## src/rtl/ysyx_23060061_lsu.sv

```systemverilog
// ysyx_23060061_lsu: single-outstanding load/store unit between EXU and WBU.
//
// Takes the ALU result as the effective address. For a legal access it
// issues one single-beat request on the memory port. Load data is aligned
// and extended before it is handed to write-back. Misaligned accesses,
// illegal sizes and response timeouts complete with out_err=1 and
// out_rdata=0, so the pipeline never hangs.
//
// Ports
//   clk, rst_n                   clock, async active-low reset
//   in_valid/in_ready            EXU handshake
//   in_addr, in_wdata, in_memOp  effective address, store data, opcode
//                                (memOp: [3] store, [2] unsigned, [1:0] size)
//   mem_req_valid/mem_req_ready  memory request handshake
//   mem_addr, mem_wen            word-aligned address, write enable
//   mem_wdata, mem_wmask         lane-replicated store data, byte enables
//   mem_rsp_valid, mem_rdata     one-cycle response (read data or write ack)
//   out_valid/out_ready          WBU handshake
//   out_rdata, out_err           extended load data, error flag
//
// state | meaning
// IDLE  | ready to accept a new op
// REQ   | mem_req_valid high, request fields held until mem_req_ready
// WAIT  | request taken, counting cycles until response or timeout
// DONE  | out_valid high, result held until out_ready
module ysyx_23060061_lsu #(
    parameter int TIMEOUT = 255
) (
    input  logic        clk,
    input  logic        rst_n,
    input  logic        in_valid,
    output logic        in_ready,
    input  logic [31:0] in_addr,
    input  logic [31:0] in_wdata,
    input  logic [3:0]  in_memOp,
    output logic        mem_req_valid,
    input  logic        mem_req_ready,
    output logic [31:0] mem_addr,
    output logic        mem_wen,
    output logic [31:0] mem_wdata,
    output logic [3:0]  mem_wmask,
    input  logic        mem_rsp_valid,
    input  logic [31:0] mem_rdata,
    output logic        out_valid,
    input  logic        out_ready,
    output logic [31:0] out_rdata,
    output logic        out_err
);

    localparam logic [1:0] IDLE = 2'd0;
    localparam logic [1:0] REQ  = 2'd1;
    localparam logic [1:0] WAIT = 2'd2;
    localparam logic [1:0] DONE = 2'd3;

    localparam logic [7:0] TIMEOUT_CNT = 8'(TIMEOUT);

    logic [1:0]  state;
    logic [31:0] addrReg;
    logic [3:0]  memOpReg;
    logic        wenReg;
    logic [31:0] wdataReg;
    logic [3:0]  wmaskReg;
    logic [7:0]  waitCnt;
    logic [31:0] rdataReg;
    logic        errReg;

    logic        inBad;
    logic [3:0]  laneMask;
    logic [31:0] laneData;
    logic [31:0] shifted;
    logic [31:0] loadResult;

    // Alignment check and store lane placement on the incoming op, so the
    // request fields are registered once at accept and stay stable in REQ.
    always_comb begin
        inBad    = 1'b0;
        laneMask = 4'b1111;
        laneData = in_wdata;
        case (in_memOp[1:0])
            2'b00: begin
                laneMask = 4'b0001 << in_addr[1:0];
                laneData = {4{in_wdata[7:0]}};
            end
            2'b01: begin
                inBad    = in_addr[0];
                laneMask = 4'b0011 << in_addr[1:0];
                laneData = {2{in_wdata[15:0]}};
            end
            2'b10: inBad = |in_addr[1:0];
            default: inBad = 1'b1;
        endcase
        if (!in_memOp[3]) begin
            laneMask = 4'b0000;
        end
    end

    // Bring the addressed byte/half down to bit 0, then extend.
    always_comb begin
        shifted    = mem_rdata >> {addrReg[1:0], 3'b000};
        loadResult = shifted;
        case (memOpReg[1:0])
            2'b00: loadResult = memOpReg[2] ? {24'b0, shifted[7:0]}
                                            : {{24{shifted[7]}}, shifted[7:0]};
            2'b01: loadResult = memOpReg[2] ? {16'b0, shifted[15:0]}
                                            : {{16{shifted[15]}}, shifted[15:0]};
            default: loadResult = shifted;
        endcase
        if (memOpReg[3]) begin
            loadResult = 32'b0;
        end
    end

    always_ff @(posedge clk or negedge rst_n) begin
        if (!rst_n) begin
            state    <= IDLE;
            addrReg  <= 32'b0;
            memOpReg <= 4'b0;
            wenReg   <= 1'b0;
            wdataReg <= 32'b0;
            wmaskReg <= 4'b0;
            waitCnt  <= 8'b0;
            rdataReg <= 32'b0;
            errReg   <= 1'b0;
        end else begin
            case (state)
                IDLE: begin
                    if (in_valid) begin
                        addrReg  <= in_addr;
                        memOpReg <= in_memOp;
                        wenReg   <= in_memOp[3];
                        wdataReg <= laneData;
                        wmaskReg <= laneMask;
                        rdataReg <= 32'b0;
                        errReg   <= inBad;
                        state    <= inBad ? DONE : REQ;
                    end
                end
                REQ: begin
                    if (mem_req_ready) begin
                        waitCnt <= 8'b0;
                        state   <= WAIT;
                    end
                end
                WAIT: begin
                    // A response in the final counted cycle still wins.
                    if (mem_rsp_valid) begin
                        rdataReg <= loadResult;
                        errReg   <= 1'b0;
                        state    <= DONE;
                    end else if (waitCnt == TIMEOUT_CNT) begin
                        rdataReg <= 32'b0;
                        errReg   <= 1'b1;
                        state    <= DONE;
                    end else begin
                        waitCnt <= waitCnt + 8'd1;
                    end
                end
                default: begin
                    if (out_ready) begin
                        state <= IDLE;
                    end
                end
            endcase
        end
    end

    assign in_ready      = (state == IDLE) && rst_n;
    assign mem_req_valid = (state == REQ);
    assign mem_addr      = {addrReg[31:2], 2'b00};
    assign mem_wen       = wenReg;
    assign mem_wdata     = wdataReg;
    assign mem_wmask     = wmaskReg;
    assign out_valid     = (state == DONE);
    assign out_rdata     = rdataReg;
    assign out_err       = errReg;

endmodule

```

## config.mk

```make
export PLATFORM = sky130hd
export DESIGN_NAME = ysyx_23060061_lsu
export DESIGN_NICKNAME = d
export VERILOG_FILES = /design/src/rtl/ysyx_23060061_lsu.sv
export SDC_FILE = /design/constraint.sdc
export NUM_CORES = 1
export LEC_CHECK = 0
export BUFFER_PORTS_ARGS = -buffer_cell sky130_fd_sc_hd__buf_2
export CORE_MARGIN = 1
export CORE_UTILIZATION = 50
export CTS_BUF_LIST = sky130_fd_sc_hd__clkbuf_8
export CTS_CLUSTER_DIAMETER = 80
export DETAILED_ROUTE_END_ITERATION = 7
export PLACE_DENSITY = 0.8
export SYNTH_ARGS = -nofsm -noshare
export SYNTH_HDL_FRONTEND = slang
export SYNTH_SLANG_ARGS = --single-unit
```

## constraint.sdc

```tcl
create_clock -name clk -period 4.28 [get_ports clk]
set_input_delay 0.214 -clock clk [delete_from_list [all_inputs] [get_ports clk]]
set_output_delay 0.214 -clock clk [all_outputs]
set_load 0.1 [all_outputs]
```

==> summary.md <==
| Metric | Value |
|---|---|
| Synth Area per Inst | `10.78 um2` |
| # diodes | `0` |
| Synthesized flop and latch total | `115` |
| Total number of vias | `4978` |
| Sequential area share after synthesis | `0.4844` |
| Placed Area | `6782 um2` |
| Resize count post-CTS | `0` |
| Synth unique cells | `49` |
| Wirelength per Cell | `17.20 um` |
| Startpoint types | `register` |
| Unrepaired setup endpoints after global routing | `false` |
| Post-Syn Instances | `551` |
| Ys flop type | `dfrtp_1` |
| Crit Reg-Reg Startpoint | `state[0]` |
| Top delay family on crit path | `simple AND/OR/NAND/NOR gates` |
| DRT Pass-1 Iters | `6` |
| WP data required | `4.60 ns` |
| Tcrit/Tclk final | `0.6619` |
| Ys async rst share | `1.000` |
| Sum Neg Setup Slack | `0 ns` |
| CTS root buf | `clkbuf_8` |
| Layout cells sized above 1 | `0.4050` |
| Initial Util | `0.5159` |
| CTS tree | `yes` |
| Clock-pin slew of the registers on the worst-case setup and hold paths | `0.07 ns` |
| Setup Buffers After CTS | `0` |
| Final hold vios | `0` |
| First-pass GRT wire length | `24630 um` |
| WS Path Type | `register to register` |
| Hold Path End | `addrReg[14]` |
| TritonCTS Buffers | `17` |
| Aggregate global routing overflow | `0` |
| Crit. End Element | `register` |
| Number of global-route vias before repair | `5084` |
| Worst hold path class | `input pin to register` |
| Total Routing Usage GR | `0.2566` |
| Setup violations, final | `0` |
| Worst skew pair latency | `0.44 ns` |
| Drt initial violations | `313` |
| Clk sink count | `115` |
| Final Max Tran Viols | `0` |
| Critical-path cell list | `inv_1, ha_1, nand2b_1, a31oi_4, or2_1, mux2_2` |
| Post-layout min period | `2.833 ns` |
| Port bufs | `208` |
| Total wire length | `15500 um` |
| I/O Pins | `211` |
| CP max-delay cell | `or2_1` |
| Vias/cell | `5.525` |
| CP Buf/Inv Count | `1` |
| Largest net degree at the start of global routing | `97` |
| DRC | `16` |
| Warnings, synthesis | `0` |
| Placeable core region | `11520 um2` |
| Cell Area, Synth | `5941 um2` |
| Reg2Reg Setup Slack | `1.45 ns` |
| Slew HR | `0.2838` |
| Status | `complete, but fails checks` |
| Die area | `12320 um2` |
| Dpl hpwl | `10440 um` |
| Critical path's largest stage delay | `0.75 ns` |
| Die X | `111 um` |
| Nets | `856` |
| Crit-path max FO | `25` |
| Initial antenna violation count | `0` |
| Failing checks | `design-rule violations` |
| Core Rows | `39` |
| Crit path DAT | `3.16 ns` |
| EDFF count, synth | `0` |
| Routed Antenna Nets | `0` |
| Worst Max-Slew Pin Slew | `1.074 ns` |
| R2R cell count | `6` |
| Max Root-Sink Buffers | `2` |
| F_max | `0.3530 GHz` |
| Clock Skews | `0.01193 ns` |
| Max cap viols | `0` |
| Final GP Congestion | `0.8578` |
| Die Ht | `111 um` |
| Final instance area | `7488 um2` |
| R2R Path End | `out_err` |
| Htree depth | `4` |
| Area Growth Syn to Fin | `26.05%` |
| Origin of the worst min-delay path | `in_addr[14]` |
| Hold path depth | `2` |
-- layout make-up --
type	count	area, um2
timing repair buffer	242	1376
clock inverter	13	135.1
sequential	115	2878
tap	143	178.9
multi-input combinational	364	2640
clock buffer	19	261.5
fill	883	4028
inverter	5	18.77
-- cell families (layout without fill, tap and decap cells) --
family | count (synthesis) | in the layout | share of synthesized area
other | 1 | 2 | 0.0006312
muxes | 99 | 99 | 0.1807
buffers and inverters | 73 | 279 | 0.07308
and+or+nand+nor | 105 | 105 | 0.08404
AOI/OAI and AO/OA | 153 | 153 | 0.1666
adders and majority gates | 5 | 5 | 0.01053
DFF | 115 | 115 | 0.4844
-- worst max-delay path by stage --
stage,slack (ns),cells after the start,end,start
2_1_floorplan,1.93,5,state[1],state[1]
3_3_place_gp,1.64,6,out_err,state[0]
3_5_place_dp,1.52,6,out_err,state[0]
4_1_cts,1.49,6,out_err,state[0]
5_1_grt,1.30,6,out_err,state[0]
6_report,1.45,6,out_err,state[0]
-- layer usage --
layer  vias to the layer above  wire length (um)  global-route usage
met1                      2399              6317              0.3006
met4                         0               430              0.1233
li1                       2334                 -                   -
met5                         -                 0                   0
met2                       204              7621              0.4285
met3                        41              1125             0.07928
-- state kept, by name (all words and copies together) (netlist names) --
name and flops:
mem_wdata 32, waitCnt 8, memOpReg 4, state 2
out_err 1, addrReg 32, out_rdata 32, mem_wmask 4
-- per-stage QoR --
| stage | std cells | hold slack, ns | setup slack [ns] | util |
|---|---|---|---|---|
| after floorplan | 552 | -0.08159 | 1.926 | - |
| after global placement | 838 | 0.3071 | 1.636 | 0.5889 |
| after detailed placement | 838 | 0.3171 | 1.517 | 0.5889 |
| after CTS | 901 | 0.007631 | 1.491 | 0.6503 |
| after global routing | 901 | 0.008921 | 1.301 | 0.6503 |
| final | 901 | 0.04559 | 1.447 | 0.6503 |
-- what timing repair did --
action                                  CTS  global route
hold buffers                             31             0
endpoints found under the setup margin    0             0
endpoints found under the hold margin    87             0
-- cell usage after synthesis, drive strengths merged (6+ instances only) --
cell / instances / share of area
a21oi: 10 / 0.0084
clkbuf: 17 / 0.011
o31ai: 11 / 0.014
dfrtp: 115 / 0.48
o2bb2ai: 8 / 0.012
mux2i: 45 / 0.076
a2bb2oi: 8 / 0.012
nand2: 53 / 0.033
buf: 51 / 0.059
o21ai: 77 / 0.065
nor2: 21 / 0.014
a31oi: 6 / 0.0088
a21boi: 8 / 0.010
o211ai: 8 / 0.010
mux2: 53 / 0.10
a22o: 8 / 0.012
-- cells in the final DEF (no fill, tap or decap), types with 3 or more instances in the layout --
cell type	Yosys	final
buf_2	11	207
dfrtp_1	115	115
o21ai_0	70	70
mux2_2	52	52
nand2_1	53	52
mux2i_1	45	45
dlygate4sd3_1	0	31
nor2_1	19	19
clkbuf_8	0	19
o31ai_1	11	11
a21oi_1	10	10
o211ai_1	8	8
a21boi_0	8	8
o2bb2ai_1	8	8
a2bb2oi_1	8	8
a22o_1	8	8
o21ai_1	7	7
inv_1	5	6
nor2b_1	5	5
a31oi_1	5	5
ha_1	5	5
nand3_1	4	4
nand2b_1	4	4
clkinvlp_4	0	4
buf_4	33	4
nand3b_1	3	3
and3_1	3	3
clkinv_2	0	3
Power is left out: the tool's default activity adds up to more than one toggle a clock period on the data nets, which glitch-free logic cannot reach.
